## src/rtl/synth_buffer_scheduler.sv

```systemverilog
// synth_buffer_scheduler: polls the PS write pointer in a BRAM control word,
// fetches ring samples in order, streams them as stereo pairs over valid/ready,
// counts underruns and (optionally) writes rptr/underrun count back for the PS.
// Optional feature macro: SYNTH_SCHED_STATUS_WB_EN (status write-back state).
module synth_buffer_scheduler #(
  parameter int unsigned DEPTH     = 256,
  parameter logic [31:0] BASE_ADDR = 32'h0
) (
  input  logic        clk,
  input  logic        rstn,
  input  logic        enable,
  output logic [31:0] bram_addr,
  output logic        bram_en,
  output logic [3:0]  bram_we,
  output logic [31:0] bram_din,
  input  logic [31:0] bram_dout,
  output logic        smp_valid,
  input  logic        smp_ready,
  output logic [15:0] smp_left,
  output logic [15:0] smp_right,
  output logic        underrun,
  output logic [15:0] rptr
);

  localparam int unsigned AW = $clog2(DEPTH);

  localparam logic [2:0] S_IDLE      = 3'd0;
  localparam logic [2:0] S_RD_WPTR   = 3'd1;
  localparam logic [2:0] S_WAIT_WPTR = 3'd2;
  localparam logic [2:0] S_CHECK     = 3'd3;
  localparam logic [2:0] S_RD_SMP    = 3'd4;
  localparam logic [2:0] S_WAIT_SMP  = 3'd5;
  localparam logic [2:0] S_PRESENT   = 3'd6;
`ifdef SYNTH_SCHED_STATUS_WB_EN
  localparam logic [2:0] S_WR_STATUS = 3'd7;
`endif

  localparam logic [31:0] ADDR_WPTR   = BASE_ADDR;
  localparam logic [31:0] ADDR_STATUS = BASE_ADDR + 32'd4;

  logic [2:0]    state_q, state_d;
  logic [31:0]   addr_q, addr_d;
  logic          en_q, en_d;
  logic          valid_q, valid_d;
  logic [15:0]   left_q, left_d;
  logic [15:0]   right_q, right_d;
  logic          underrun_q, underrun_d;
  logic [AW-1:0] rptr_q, rptr_d;
  logic [AW-1:0] wptr_q, wptr_d;
  logic [15:0]   cnt_q, cnt_d;
`ifdef SYNTH_SCHED_STATUS_WB_EN
  logic [3:0]    we_q, we_d;
  logic [31:0]   din_q, din_d;
`endif

  // Byte address of a word offset from the block base.
  function automatic logic [31:0] word_addr(input logic [31:0] idx);
    return BASE_ADDR + (idx << 2);
  endfunction

  // Next-state and registered-output decode; outputs reflect the state being entered.
  always_comb begin
    state_d    = state_q;
    addr_d     = addr_q;
    en_d       = 1'b0;
    valid_d    = 1'b0;
    left_d     = left_q;
    right_d    = right_q;
    rptr_d     = rptr_q;
    wptr_d     = wptr_q;
    underrun_d = enable && smp_ready && !valid_q;
    cnt_d      = (underrun_d && (cnt_q != 16'hFFFF)) ? cnt_q + 16'd1 : cnt_q;
`ifdef SYNTH_SCHED_STATUS_WB_EN
    we_d       = 4'h0;
    din_d      = 32'h0;
`endif
    if (!enable) begin
      // Held sample is dropped; rptr stays so it is re-presented later.
      state_d = S_IDLE;
    end else begin
      case (state_q)
        S_IDLE: begin
          state_d = S_RD_WPTR;
          en_d    = 1'b1;
          addr_d  = ADDR_WPTR;
        end
        S_RD_WPTR: begin
          state_d = S_WAIT_WPTR;
        end
        S_WAIT_WPTR: begin
          wptr_d  = bram_dout[AW-1:0];
          state_d = S_CHECK;
        end
        S_CHECK: begin
          en_d = 1'b1;
          if (wptr_q == rptr_q) begin
            state_d = S_RD_WPTR;
            addr_d  = ADDR_WPTR;
          end else begin
            state_d = S_RD_SMP;
            addr_d  = word_addr(32'(rptr_q) + 32'd2);
          end
        end
        S_RD_SMP: begin
          state_d = S_WAIT_SMP;
        end
        S_WAIT_SMP: begin
          left_d  = bram_dout[31:16];
          right_d = bram_dout[15:0];
          valid_d = 1'b1;
          state_d = S_PRESENT;
        end
        S_PRESENT: begin
          if (smp_ready) begin
            rptr_d = rptr_q + AW'(1);
            en_d   = 1'b1;
`ifdef SYNTH_SCHED_STATUS_WB_EN
            state_d = S_WR_STATUS;
            addr_d  = ADDR_STATUS;
            we_d    = 4'hF;
            din_d   = {cnt_q, 16'(rptr_d)};
`else
            state_d = S_RD_WPTR;
            addr_d  = ADDR_WPTR;
`endif
          end else begin
            valid_d = 1'b1;
          end
        end
`ifdef SYNTH_SCHED_STATUS_WB_EN
        S_WR_STATUS: begin
          state_d = S_RD_WPTR;
          en_d    = 1'b1;
          addr_d  = ADDR_WPTR;
        end
`endif
        default: begin
          state_d = S_IDLE;
        end
      endcase
    end
  end

  // State and output registers; en and we share a flop stage so writes are atomic.
  always_ff @(posedge clk or negedge rstn) begin
    if (!rstn) begin
      state_q    <= S_IDLE;
      addr_q     <= BASE_ADDR;
      en_q       <= 1'b0;
      valid_q    <= 1'b0;
      left_q     <= 16'h0;
      right_q    <= 16'h0;
      underrun_q <= 1'b0;
      rptr_q     <= '0;
      wptr_q     <= '0;
      cnt_q      <= 16'h0;
`ifdef SYNTH_SCHED_STATUS_WB_EN
      we_q       <= 4'h0;
      din_q      <= 32'h0;
`endif
    end else begin
      state_q    <= state_d;
      addr_q     <= addr_d;
      en_q       <= en_d;
      valid_q    <= valid_d;
      left_q     <= left_d;
      right_q    <= right_d;
      underrun_q <= underrun_d;
      rptr_q     <= rptr_d;
      wptr_q     <= wptr_d;
      cnt_q      <= cnt_d;
`ifdef SYNTH_SCHED_STATUS_WB_EN
      we_q       <= we_d;
      din_q      <= din_d;
`endif
    end
  end

  assign bram_addr = addr_q;
  assign bram_en   = en_q;
  assign smp_valid = valid_q;
  assign smp_left  = left_q;
  assign smp_right = right_q;
  assign underrun  = underrun_q;
  assign rptr      = 16'(rptr_q);
`ifdef SYNTH_SCHED_STATUS_WB_EN
  assign bram_we   = we_q;
  assign bram_din  = din_q;
`else
  assign bram_we   = 4'h0;
  assign bram_din  = 32'h0;
`endif

endmodule
```

## config.mk

```make
export PLATFORM = sky130hd
export DESIGN_NAME = synth_buffer_scheduler
export DESIGN_NICKNAME = d
export VERILOG_FILES = /design/src/rtl/synth_buffer_scheduler.sv
export SDC_FILE = /design/constraint.sdc
export NUM_CORES = 1
export LEC_CHECK = 0
export BUFFER_PORTS_ARGS = -buffer_cell sky130_fd_sc_hd__buf_2
export CAP_MARGIN = 20
export CORE_ASPECT_RATIO = 1.75
export CORE_UTILIZATION = 30
export CTS_BUF_LIST = sky130_fd_sc_hd__clkbuf_4 sky130_fd_sc_hd__clkbuf_8
export DETAILED_ROUTE_END_ITERATION = 8
export GPL_TIMING_DRIVEN = 0
export SYNTH_ARGS = -nofsm -noshare
export SYNTH_HDL_FRONTEND = slang
export SYNTH_SLANG_ARGS = --single-unit
```

## constraint.sdc

```tcl
create_clock -name clk -period 2.1 [get_ports clk]
set_clock_uncertainty 0.2 [all_clocks]
set_input_delay 0.42 -clock clk [delete_from_list [all_inputs] [get_ports clk]]
set_output_delay 0.42 -clock clk [all_outputs]
set_load 0.01 [all_outputs]
```

==> summary.md <==
| Metric | Value |
|---|---|
| Area growth syn-to-layout | 33.3% |
| Yosys reg bits | 63 |
| Drt drc | 0 |
| Mapped Area | 3160 um2 |
| Maximum clock path buffer count | 2 |
| Initial core utilization | 30.8% |
| Total negative slack | 0 ps |
| Die area | 11000 um2 |
| Crit path kind | flip-flop to flip-flop |
| Syn Inst Count | 256 |
| Pwr Density | 800 nW/um2 |
| CP Buf/Inv Count | 1 |
| Root Driver | clkbuf_8 |
| GRT overflow | 0 |
| Number of synthesis warnings | 0 |
| Vias | 2185 |
| H-tree levels | 3 |
| DR iter-0 viols | 50 |
| CP Cell Sequence | buf_2 -> xnor2_1 -> nand4_1 -> o2111ai_2 -> o2bb2ai_1 |
| Clock sink total | 63 |
| DIE HEIGHT | 138 um |
| Slew Limit Fails | 0 |
| Worst slew margin | 46.7% |
| Worst Max-Slew Pin Slew | 800 ps |
| Yosys cell types | 32 |
| # setup viols final | 0 |
| Fmax | 529 MHz |
| Outcome | finished clean |
| Share of cells above drive strength 1 | 52.0% |
| First-pass GRT wire length | 9920 um |
| Largest net degree at the start of global routing | 64 |
| Critical path startpoint category | flip-flop |
| Commonest non-fill, non-tap cells in the layout | buf_2, buf_4, conb_1 |
| Placed inst area | 4000 um2 |
| Crit path arrival time | 1910 ps |
| Worst VDD drop | 0.000355 V |
| Core footprint | 10200 um2 |
| Register area share after synthesis | 49.9% |
| Slowest cell on the critical path | o2111ai_2 |
| Via-per-instance ratio | 3.96 |
| Worst path top cell family by delay | compound AO/OA/AOI/OAI gates |
| Critical-path maximum fanout | 9 |
| Final core utilization | 41.1% |
| Final Hold Viols | 0 |
| Clock latency on the worst-skew pair | 350 ps |
| WL per Instance | 11.4 um |
| DRT antenna net count | 0 |
| Static Leakage | 2.36 nW |
| Detailed placement HPWL | 4840 um |
| Synth area leader | dfrtp_1 |
| IO Pins | 155 |
| Final critical-path required period | 1890 ps |
| Critical Path Max Stage Delay | 480 ps |
| Placement Setup Slack | 138 ps |
| Number of global-route vias before repair | 1999 |
| Worst Path Required | 2120 ps |
| RSZ-0062 raised after global routing | no |
| Worst-path clk slew | 70 ps |
| Synth top area share | 49.9% |
| Synth top area cells | dfrtp_1, buf_4, mux2_2 |
| Die W | 79.5 um |
| Syn Area/Cell | 12.3 um2 |
| Hold Path Class | primary input to flip-flop |
| IO buf count | 86 |
| Num CTS Buffers | 9 |
| Routability Congestion | 0.749 |
| Most common cell after layout, fill and taps aside | buf_2 |
| GRT Resource Usage Total | 12.1% |
| TritonCTS clock tree | yes |
| Routed Wire Length | 6300 um |
| DRT Pass-1 Iters | 2 |
| Initial antenna violation count | 1 |
| Row count | 49 |
| Ant diodes | 0 |
| Max Cap Violations | 0 |
| Nets | 458 |
| Critical Path End Type | flip-flop |
| Tcrit/Tclk final | 90.0% |
| Final setup margin | 209 ps |
| Final non-filler cell area | 4210 um2 |
timing repair:
action | 4_1_cts | 5_1_grt
hold buffers | 1 | 0
hold endpoints to repair | 18 | 0
buffers inserted | 0 | 0
gates resized for setup | 0 | 0
setup endpoints to repair | 0 | 0
layer usage:
metal	routed length [um]	global-route usage (%)
met4	132	6.36
met1	2340	13.3
met3	579	4.04
met5	0	0
met2	3250	20.5
sequential cells by signal, indices dropped and copies added, names as in the netlist, 3 cells and up:
name,cells
smp_left,16
smp_right,16
bram_addr,9
rptr_q,8
wptr_q,8
state_q,3
logic make-up (layout without fill, tap and decap cells):
family                     count (synthesis)  in the layout  share of synthesized area, %
DFF                                       63             63                          49.9
other                                      1             67                         0.119
buffers and inverters                     82            185                          18.5
and+or+nand+nor                           27             27                          5.39
adders and majority gates                  2              2                         0.793
muxes                                     41             41                          14.6
xor gates and xnor gates                  21             21                          5.83
AOI/OAI and AO/OA                         19             19                          4.84
cell usage after synthesis (all sizes together):
| cell type | count |
|---|---|
| a21oi | 2 |
| a31oi | 1 |
| and2b | 1 |
| and3 | 3 |
| buf | 76 |
| conb | 1 |
| dfrtp | 63 |
| ha | 2 |
| inv | 6 |
| mux2 | 41 |
| nand2 | 4 |
| nand3 | 6 |
| nand4 | 3 |
| nand4b | 1 |
| nor2 | 3 |
| nor3 | 1 |
| nor4 | 3 |
| o2111ai | 1 |
| o211a | 1 |
| o211ai | 1 |
| o21a | 2 |
| o21ai | 2 |
| o2bb2ai | 9 |
| or2b | 1 |
| or4 | 1 |
| xnor2 | 16 |
| xor2 | 5 |
worst paths after layout:
kind                                    from           end  slack [ps]  cells after the start
worst min-delay path            bram_dout[8]  smp_right[8]          80                      2
worst max register to register     rptr_q[3]  bram_addr[4]         210                      5
min in group asynchronous               rstn  smp_right[2]         510                      2
max in group asynchronous               rstn      underrun         660                      2
worst min register to register     smp_valid      underrun         230                      1
worst max-delay path               rptr_q[3]  bram_addr[4]         210                      5
stage by stage:
stage               total power [mW]  hold WS (ps)  cells
floorplan                       2.04         -75.6    322
global placement                2.30           212    535
detailed placement              2.32           222    535
CTS                             3.43          63.3    552
global route                    3.59          70.6    552
finish                          3.37          78.7    552
worst register-to-register path, cell delays in order, from the launching register on:
cell       delay, ps
dfrtp_1          370
buf_2            170
xnor2_1          160
nand4_1          250
o2111ai_2        480
o2bb2ai_1        140
final cells by class:
type	count	area, um2
clock inverter	3	42.5
timing repair buffer	87	443
clock buffer	13	160
fill	1023	6030
tap	127	159
sequential	63	1580
buffer	76	561
multi-input combinational	177	1240
inverter	6	22.5
where the power goes:
part | switching [mW] | internal (mW)
combinational | 0.349 | 0.404
sequential | 0.116 | 1.42
clock | 0.461 | 0.619
Power figures use the tool's default switching activity.
